$ cat src/rtl/ip_tone_gen.sv
// I/O-mapped square-wave tone generator feeding ip_pwm.signal_level.
// Ports: clk/reset/enable, MSX bus slave (4 regs), signal_level, playing.
module ip_tone_gen #(
  parameter logic [7:0] io_address = 8'h10
) (
  input  logic        clk,
  input  logic        reset,
  input  logic        enable,
  input  logic [15:0] bus_address,
  output logic        bus_io_cs,
  output logic        bus_memory_cs,
  output logic        bus_read_ready,
  output logic [7:0]  bus_read_data,
  input  logic [7:0]  bus_write_data,
  input  logic        bus_read,
  input  logic        bus_write,
  input  logic        bus_io,
  input  logic        bus_memory,
  output logic [15:0] signal_level,
  output logic        playing
);

  typedef enum logic {
    IDLE = 1'b0,
    PLAY = 1'b1
  } state_t;

  state_t      state;
  state_t      state_n;

  logic [15:0] freq;
  logic [7:0]  level;
  logic [15:0] div_cnt;
  logic        phase;
  logic [9:0]  ms_pre;
  logic [7:0]  dur_cnt;
  logic [7:0]  out_level;
  logic        rd_ready;
  logic [7:0]  rd_data;
  logic [7:0]  rd_mux;

  logic        wr_acc;
  logic        rd_acc;
  logic        wr_dur;
  logic        start;
  logic        tick;
  logic        expire;
  logic [1:0]  reg_sel;
  logic        unused_bits;

  assign unused_bits = ^{bus_memory, bus_address[15:8]};

  assign bus_io_cs = bus_io &
    (bus_address[7:2] == io_address[7:2]);
  assign bus_memory_cs = 1'b0;

  assign reg_sel = bus_address[1:0];
  assign wr_acc  = bus_write & bus_io_cs;
  assign rd_acc  = bus_read & bus_io_cs;
  assign wr_dur  = wr_acc & (reg_sel == 2'd3);
  assign start   = wr_dur & (bus_write_data != 8'h00);
  assign tick    = (state == PLAY) & enable;

  // Last millisecond of a finite duration elapses on this tick.
  assign expire = tick & (ms_pre == 10'd0) &
    (dur_cnt != 8'hFF) & (dur_cnt == 8'd1);

  always_comb begin
    state_n = state;
    if (wr_dur) begin
      state_n = start ? PLAY : IDLE;
    end else if (expire) begin
      state_n = IDLE;
    end
  end

  always_ff @(posedge clk) begin
    if (reset) begin
      state <= IDLE;
    end else begin
      state <= state_n;
    end
  end

  always_comb begin
    rd_mux = 8'h00;
    case (reg_sel)
      2'd0:    rd_mux = freq[7:0];
      2'd1:    rd_mux = freq[15:8];
      2'd2:    rd_mux = level;
      default: rd_mux = {7'd0, playing};
    endcase
  end

  always_ff @(posedge clk) begin
    if (reset) begin
      freq      <= 16'h0000;
      level     <= 8'h00;
      div_cnt   <= 16'h0000;
      phase     <= 1'b0;
      ms_pre    <= 10'd999;
      dur_cnt   <= 8'h00;
      out_level <= 8'h00;
      rd_ready  <= 1'b0;
      rd_data   <= 8'h00;
    end else begin
      if (wr_acc) begin
        case (reg_sel)
          2'd0:    freq[7:0]  <= bus_write_data;
          2'd1:    freq[15:8] <= bus_write_data;
          2'd2:    level      <= bus_write_data;
          default: ;
        endcase
      end

      // A DUR write beats any tick in the same cycle.
      if (start) begin
        div_cnt <= freq;
        phase   <= 1'b1;
        ms_pre  <= 10'd999;
        dur_cnt <= bus_write_data;
      end else if (tick) begin
        if (div_cnt == 16'h0000) begin
          phase   <= ~phase;
          div_cnt <= freq;
        end else begin
          div_cnt <= div_cnt - 16'd1;
        end
        if (ms_pre == 10'd0) begin
          ms_pre <= 10'd999;
          if (dur_cnt != 8'hFF) begin
            dur_cnt <= dur_cnt - 8'd1;
          end
        end else begin
          ms_pre <= ms_pre - 10'd1;
        end
      end

      // Silence immediately on stop; sound one cycle after start.
      if ((state == PLAY) && (state_n == PLAY) &&
          phase && (freq != 16'h0000)) begin
        out_level <= level;
      end else begin
        out_level <= 8'h00;
      end

      rd_ready <= rd_acc;
      rd_data  <= rd_acc ? rd_mux : 8'h00;
    end
  end

  assign playing        = (state == PLAY);
  assign signal_level   = {out_level, 8'h00};
  assign bus_read_ready = rd_ready;
  assign bus_read_data  = rd_data;

endmodule

$ cat config.mk
export PLATFORM = sky130hd
export DESIGN_NAME = ip_tone_gen
export DESIGN_NICKNAME = d
export VERILOG_FILES = /design/src/rtl/ip_tone_gen.sv
export SDC_FILE = /design/constraint.sdc
export NUM_CORES = 1
export LEC_CHECK = 0
export CAP_MARGIN = 20
export CORE_ASPECT_RATIO = 0.8
export CORE_MARGIN = 5
export CORE_UTILIZATION = 40
export DETAILED_ROUTE_END_ITERATION = 8
export PLACE_DENSITY = 0.59
export SYNTH_ARGS = -nofsm -noshare
export SYNTH_HDL_FRONTEND = slang
export SYNTH_SLANG_ARGS = --single-unit
$ cat constraint.sdc
create_clock -name clk -period 2.4 [get_ports clk]
set_clock_uncertainty 0.1 [all_clocks]
set_input_delay 0.48 -clock clk [delete_from_list [all_inputs] [get_ports clk]]
set_output_delay 0.48 -clock clk [all_outputs]
set_load 0.02 [all_outputs]
==> flow_summary.toml, run 1 <==
[drt]
num_vias = 3322
drt.antenna.violating_nets = 0
vias_per_cell = 5.32
wl_um = 10400
first_pass_iters = 4
routedWlPerCell_um = 16.7
drt_iter0_markers = 214
drc = 0

[grt]
grt_max_degree = 29
antenna_found_initial = 0
grt_pass1_wl_um = 16600
grt_usage_pct = 18.7
first_global_vias = 3105
grt_overflow = 0

[floorplanning]
rows = 31
die_y_um = 96.3
die_x_um = 118
dieArea_um2 = 11400
boundaryPins = 59
core_area_um2 = 9080
initial_core_util_pct = 41.0

[cts]
clk_pin_slew_worst_paths_ns = 0.06
clk_path_buf_depth = 2
clk_latency_ns = 0.34
cts_root_buffer = "clkbuf_16"
cts_tree = "done"
cts_hold_buf = 0
cts.sinks = 77
ctsHtreeMaxLevel = 3
cts_buffers = 9

[worst_setup_path]
cp-end-kind = "register"
cp_max_fo = 5
crit_type = "primary input to register"
worstPathArrival_ns = 2.45
cp-start-kind = "primary input"
cp_data_required_time_ns = 2.52
rr_worst_depth = 8

[logic_synthesis]
ys_seq_elements = 77
yosysSeqAreaShare_pct = 41.4
synth_edf_count = 0
synthDistinctLibCells = 57
syn-cell-area_um2 = 3720
async_flop_share_pct = 0
ys.flop_type = "dfxtp_1"
postSynthAreaPerCell_um2 = 8.85
yosysWarnings = 0
syn_inst = 421

[timing]
whs_ns = 0.367
tightest_slew_ns = 0.614
relSlewSlack_pct = 59.1
rsz0062_at_grt = "true"
slew_viol_final = 0
fmax_mhz = 429
timing.final.crit_share_pct = 97.1
setup_viol = 0
hold_viol_final = 0
layout_min_cycle_time_ns = 2.33
layout_setup_ws_ns = 0.0696

[finish]
fin_cells = 625
final_common_cell = "dfxtp_1"
register_area_um2 = 1540
diodes = 0
final_cell_mix = "77 x dfxtp_1, 75 x nor2_1, 52 x buf_4, 38 x clkdlybuf4s50_1, 33 x mux2i_1"
syn_to_final_growth_pct = 30.3
nNetsFinal = 543
fillCellCount = 858
multi_input_comb_area_um2 = 2070
layout-drive-gt1-share_pct = 16.9

[place]
place_congestion = 0.880
place_hpwl_um = 7800
dp_cells = 606
pre_cts_ws_ns = -0.427
port_buffers = 40

[power]
ir_worst_vdd_mv = 0.390
power.total_mw = 2.70
cellPowerDensity_nw_per_um2 = 556
p_leak_nw = 2.02

[worst_hold_path]
whs_path_depth = 2
hold_class = "register to register"

[job]
maxCapViolations = 0

[status]
outcome = "completed"
-- Yosys cell counts (all sizes together) (2+ instances only) --
| cell | instances | area [um2] |
|---|---|---|
| and3 | 5 | 36.3 |
| a31oi | 3 | 18.8 |
| nand3 | 13 | 65.1 |
| o21ai | 7 | 35.0 |
| or3 | 2 | 12.5 |
| clkbuf | 16 | 60.1 |
| nand2b | 4 | 25.0 |
| nand4b | 3 | 26.3 |
| nor4 | 16 | 121 |
| nor2b | 4 | 25.0 |
| and4 | 4 | 35.0 |
| inv | 10 | 37.5 |
| o32ai | 2 | 17.5 |
| a211oi | 12 | 95.1 |
| a311oi | 2 | 17.5 |
| nor2 | 75 | 282 |
| a2111oi | 4 | 57.6 |
| nand4 | 5 | 31.3 |
| nand2 | 26 | 97.6 |
| a22o | 2 | 17.5 |
| a21oi | 19 | 95.1 |
| nor3 | 10 | 66.3 |
| o22ai | 3 | 18.8 |
| xor2 | 8 | 70.1 |
| buf | 11 | 76.3 |
| and2 | 10 | 62.6 |
| dfxtp | 77 | 1540 |
| mux2i | 33 | 330 |
| o31ai | 2 | 15.0 |
| ha | 7 | 87.6 |
| or4 | 3 | 26.3 |
| xnor2 | 8 | 70.1 |
| nor4b | 3 | 32.5 |
-- cell families after synthesis --
group	share of synthesized area, %
fa+ha+maj	2.35
buf+inv	4.67
flops	41.4
other cells	0.101
mux	9.47
xor+xnor	3.76
compound gates	11.9
simple gates	26.4
-- sequential cells by signal (all words and copies together), names as in the netlist --
signal	cells
playing	1
out_level	8
freq	16
ms_pre	10
div_cnt	16
bus_read_ready	1
bus_read_data	8
phase	1
level	8
dur_cnt	8
-- timing repair --
item | in CTS | in global routing
endpoints found under the hold margin | 0 | 0
pin swaps | 0 | 1
endpoints found under the setup margin | 1 | 14
resized for setup | 2 | 7
buffers inserted | 0 | 3
-- path summary, 6_finish.rpt --
path,startpoint,endpoint,slack (ns)
worst max-delay path,bus_address[6],div_cnt[11],0.07
worst min-delay path,ms_pre[4],ms_pre[4],0.37
worst max register to register,div_cnt[0],div_cnt[11],0.11
worst min register to register,ms_pre[4],ms_pre[4],0.37
-- cell type report --
cell class / count / share of cell area [%]
well taps: 115 / 2.96
inverters: 10 / 0.773
flip-flops and latches: 77 / 31.8
multi-input cells: 315 / 42.6
clock buffers: 9 / 4.64
clock inverters: 7 / 1.13
repair buffers: 92 / 16.1
-- worst max-delay path, stage by stage --
cell and delay, ns:
clkdlybuf4s50_1 0.45, and4bb_2 0.24, buf_4 0.15, and4_1 0.21, buf_4 0.16, a22oi_2 0.18, buf_4 0.17, nor2_1 0.05
a2111oi_1 0.36
-- where the power goes --
group | switching [mW] | total (mW) | leakage (nW) | internal (mW)
Combinational | 0.0778 | 0.141 | 1.26 | 0.0628
Sequential | 0.00121 | 1.28 | 0.620 | 1.28
Clock | 0.567 | 1.28 | 0.133 | 0.712
-- layer usage --
layer	global-route usage, %	vias to the layer above	share of wire, %	routed length, um
met2	28.1	72	43	4490
met3	4.70	4	5.5	572
li1	-	1662	-	-
met5	0	-	0	0
met4	4.68	0	0.43	45
met1	26.9	1584	51	5330
-- through the flow --
stage          setup TNS (ns)  utilization, %  instance area (um2)
6_report                    0            53.5                 4850
3_3_place_gp            -4.52            49.9                 4530
4_1_cts                     0            53.0                 4810
3_5_place_dp            -6.03            49.9                 4530
2_1_floorplan               0               -                 3750
5_1_grt              -0.00224            53.5                 4850
(Power assumes the default switching activity.)
==> inputs of run 2 (changes only) <==
--- a/config.mk
+++ b/config.mk
@@ -8,9 +8,9 @@
 export CAP_MARGIN = 20
 export CORE_ASPECT_RATIO = 0.8
 export CORE_MARGIN = 5
-export CORE_UTILIZATION = 40
+export CORE_UTILIZATION = 54
 export DETAILED_ROUTE_END_ITERATION = 8
-export PLACE_DENSITY = 0.59
+export PLACE_DENSITY = 0.77
 export SYNTH_ARGS = -nofsm -noshare
 export SYNTH_HDL_FRONTEND = slang
 export SYNTH_SLANG_ARGS = --single-unit
==> flow_summary.toml, run 2 (synthesized netlist as in run 1, its figures left out) <==
[worst_setup_path]
cp_data_required_time_ns = 2.55
cp-startpoint = "div_cnt[0]"
crit_slowest_cell = "or4b_4"
crit_type = "register to register"
cp-end-kind = "register"
crit_buf_inv = 1
rr_worst_depth = 7
cp-start-kind = "register"
cp_slowest_stage_delay_ns = 0.49
worstPathArrival_ns = 2.47
r2r-end = "div_cnt[9]"
endpoint = "div_cnt[9]"
rr_startpoint = "div_cnt[0]"
path_delay_family = "simple AND/OR/NAND/NOR gates"
path_cells = "inv_1 > ha_1 > or4b_4 > nor4_4 > a211oi_2 > and3_4 > a2111oi_4"
cp_max_fo = 4
cp_num_cells = 7
rrSetupSlack_ns = 0.08

[finish]
register_area_um2 = 1540
final_cell_area_um2 = 4730
fin_cells = 596
final_cell_mix = "77 x dfxtp_1, 75 x nor2_1, 51 x buf_4, 38 x clkdlybuf4s50_1, 33 x mux2i_1"
nNetsFinal = 543
reg_top3 = "div_cnt x16, freq x16, ms_pre x10"
layout-drive-gt1-share_pct = 16.1
final_common_cell = "dfxtp_1"
diodes = 0
fillCellCount = 511
multi_input_comb_area_um2 = 2060
syn_to_final_growth_pct = 26.9

[grt]
grt_overflow = 0
grt_max_degree = 26
antenna_found_initial = 0
grt_usage_pct = 23.1
first_global_vias = 3235
grt_pass1_wl_um = 15900

[drt]
drt_iter0_markers = 239
wl_um = 9850
num_vias = 3420
drt.antenna.violating_nets = 0
drc = 0
first_pass_iters = 5
routedWlPerCell_um = 16.5
vias_per_cell = 5.74

[status]
outcome = "completed"

[cts]
cts_hold_buf = 0
cts_tree = "done"
cts.sinks = 77
clk_latency_ns = 0.35
cts_buffers = 9
clk_path_buf_depth = 2
cts_root_buffer = "clkbuf_8"
ctsHtreeMaxLevel = 3
clk_pin_slew_worst_paths_ns = 0.08

[worst_hold_path]
hold_class = "register to register"

[place]
place_hpwl_um = 7480
dpl-instance-area_um2 = 4510
place_congestion = 0.896
dp_cells = 579
pre_cts_ws_ns = -0.412
port_buffers = 40

[power]
power.total_mw = 2.38
p_leak_nw = 1.98
cellPowerDensity_nw_per_um2 = 502
ir_worst_vdd_mv = 0.377

[timing]
timing.final.crit_share_pct = 96.9
hold_viol_final = 0
setup_total_negative_slack_ns = 0
layout_setup_ws_ns = 0.0754
layout_min_cycle_time_ns = 2.32
slew_viol_final = 0
fmax_mhz = 430
setup_viol = 0
tightest_slew_ns = 0.534
relSlewSlack_pct = 64.4

[floorplanning]
boundaryPins = 59
initial_core_util_pct = 54.9
core_area_um2 = 6790
die_y_um = 84.3
die_x_um = 103
dieArea_um2 = 8670
rows = 27

[job]
maxCapViolations = 0
run 2: worst min-delay path: stages (launching register included):
cell     delay, ns
dfxtp_1       0.31
o31ai_1       0.06
a21oi_1       0.07
run 2: power breakdown:
group	internal, mW	switching (mW)
combinational	0.0624	0.0762
clock	0.481	0.478
sequential	1.28	0.00121
total	1.82	0.555
run 2: routing by layer:
layer | global-route usage (%) | wire [um]
met5 | 0 | 0
met4 | 5.06 | 102
met3 | 4.98 | 866
met2 | 34.9 | 4440
met1 | 33.8 | 4430
run 2: what timing repair did:
item                       CTS  global route
resized for setup            3             4
setup endpoints to repair    1            16
pin swaps                    0             2
buffers inserted             0             2
run 2: area by class of cell:
cell class                      count  share of cell area [%]
Multi-Input combinational cell    315                    43.5
Inverter                           10                   0.794
Tap cell                           87                    2.30
Clock inverter                      5                    1.30
Sequential cell                    77                    32.6
Clock buffer                       10                    2.70
Timing Repair Buffer               92                    16.8
run 2: worst min path at each step:
stage	from	endpoint	slack [ns]	cells after the start
floorplan	ms_pre[4]	ms_pre[4]	0.35	2
global placement	ms_pre[4]	ms_pre[4]	0.36	2
detailed placement	ms_pre[4]	ms_pre[4]	0.38	2
CTS	ms_pre[4]	ms_pre[4]	0.39	2
global route	ms_pre[4]	ms_pre[4]	0.41	2
finish	ms_pre[4]	ms_pre[4]	0.38	2
run 2: stage by stage:
step           util (%)  hold WS, ns
3_5_place_dp       66.4        0.377
2_1_floorplan         -        0.345
5_1_grt            69.6        0.414
3_3_place_gp       66.4        0.357
4_1_cts            69.3        0.388
6_report           69.6        0.384
==> inputs of run 3 (changes only) <==
--- a/config.mk
+++ b/config.mk
@@ -11,6 +11,8 @@
 export CORE_UTILIZATION = 54
 export DETAILED_ROUTE_END_ITERATION = 8
 export PLACE_DENSITY = 0.77
+export SKIP_CTS_REPAIR_TIMING = 1
+export SLEW_MARGIN = 25
 export SYNTH_ARGS = -nofsm -noshare
 export SYNTH_HDL_FRONTEND = slang
 export SYNTH_SLANG_ARGS = --single-unit
==> flow_summary.toml, run 3 (synthesized netlist as in run 1, its figures left out) <==
[status]
outcome = "completed"

[floorplanning]
dieArea_um2 = 8670
die_y_um = 84.3
boundaryPins = 59
initial_core_util_pct = 54.9
die_x_um = 103
core_area_um2 = 6790
rows = 27

[worst_setup_path]
crit_slowest_cell = "or4b_4"
rrSetupSlack_ns = 0.07
cp-end-kind = "register"
cp_slowest_stage_delay_ns = 0.49
cp_max_fo = 4
cp-start-kind = "register"
crit_type = "register to register"
path_cells = "inv_1 > ha_1 > or4b_4 > nor4_4 > a211oi_2 > and3_4 > a2111oi_4"
cp_data_required_time_ns = 2.55
worstPathArrival_ns = 2.47
crit_buf_inv = 1
path_delay_family = "simple AND/OR/NAND/NOR gates"

[finish]
diodes = 0
reg_top3 = "div_cnt x16, freq x16, ms_pre x10"
syn_to_final_growth_pct = 27.1
nNetsFinal = 543
layout-drive-gt1-share_pct = 15.9
final_cell_mix = "77 x dfxtp_1, 75 x nor2_1, 51 x buf_4, 38 x clkdlybuf4s50_1, 33 x mux2i_1"
final_common_cell = "dfxtp_1"
fillCellCount = 509

[cts]
clk_latency_ns = 0.34
ctsHtreeMaxLevel = 3
cts.sinks = 77
clk_path_buf_depth = 2
cts_root_buffer = "clkbuf_8"
cts_buffers = 9
cts_tree = "done"
clk_pin_slew_worst_paths_ns = 0.08

[timing]
relSlewSlack_pct = 64.3
layout_setup_ws_ns = 0.0738
timing.final.crit_share_pct = 96.9
tightest_slew_ns = 0.535
setup_viol = 0
whs_ns = 0.384
hold_viol_final = 0
layout_min_cycle_time_ns = 2.33
fmax_mhz = 430
slew_viol_final = 0

[drt]
drc = 0
routedWlPerCell_um = 16.5
wl_um = 9840
drt.antenna.violating_nets = 0
vias_per_cell = 5.73
first_pass_iters = 5
num_vias = 3416
drt_iter0_markers = 239

[grt]
grt_max_degree = 26
grt_usage_pct = 23.1
antenna_found_initial = 0
grt_overflow = 0
grt_pass1_wl_um = 15900
first_global_vias = 3235

[power]
p_leak_nw = 2.00
ir_worst_vdd_mv = 0.377
power.total_mw = 2.38
cellPowerDensity_nw_per_um2 = 502

[place]
port_buffers = 40
place_hpwl_um = 7480
place_congestion = 0.896
pre_cts_ws_ns = -0.412

[worst_hold_path]
hold_class = "register to register"

[job]
maxCapViolations = 0
==> run 3: cell types whose count changed in the layout (fill, tap and decap cells not counted) <==
cell / delta
clkbuf_2: -1
dlymetal6s2s_1: +1
==> run 3: final cells by class <==
| class | instances | area, um2 | area share (%) |
|---|---|---|---|
| clock inverter | 5 | 61.3 | 1.29 |
| clock buffer | 10 | 128 | 2.69 |
| tap | 87 | 109 | 2.30 |
| timing repair buffer | 92 | 801 | 16.9 |
| sequential | 77 | 1540 | 32.5 |
| multi-input combinational | 315 | 2060 | 43.5 |
| inverter | 10 | 37.5 | 0.793 |
==> run 3: worst reg2reg max path, delay by kind of cell, from the launching register on <==
| kind | cells | cell delay [ns] |
|---|---|---|
| AND/OR/NAND/NOR | 3 | 1.08 |
| flip-flops | 1 | 0.34 |
| AO/OA/AOI/OAI | 2 | 0.43 |
| buffers and inverters | 1 | 0.10 |
| adder cells (fa/ha/maj) | 1 | 0.17 |
==> run 3: layer usage <==
| layer | vias up | wire length (um) | share of wire, % | GRT usage [%] |
|---|---|---|---|---|
| met3 | 10 | 801 | 8.1 | 4.98 |
| met1 | 1609 | 4490 | 46 | 33.8 |
| met2 | 137 | 4460 | 45 | 34.9 |
| met5 | - | 0 | 0 | 0 |
| li1 | 1660 | - | - | - |
| met4 | 0 | 91 | 0.92 | 5.06 |
==> run 3: stage by stage <==
stage	instances	utilization (%)	instance area, um2	setup TNS [ns]
detailed placement	579	66.4	4510	-7.11
finish	596	69.7	4740	0
global route	596	69.7	4740	-0.0174
global placement	579	66.4	4510	-4.05
floorplan	429	-	3750	0
CTS	594	69.2	4700	-0.413
==> run 3: worst paths after layout <==
kind | start | depth (start not counted) | endpoint
min | ms_pre[4] | 2 | ms_pre[4]
max reg2reg | div_cnt[0] | 7 | div_cnt[9]
min reg2reg | ms_pre[4] | 2 | ms_pre[4]
max | div_cnt[0] | 7 | div_cnt[9]
==> run 3: report_power, final <==
| group | internal [mW] | switching [mW] | leakage (nW) |
|---|---|---|---|
| logic | 0.0624 | 0.0762 | 1.28 |
| clock network | 0.481 | 0.478 | 0.0967 |
| registers | 1.28 | 0.00121 | 0.620 |
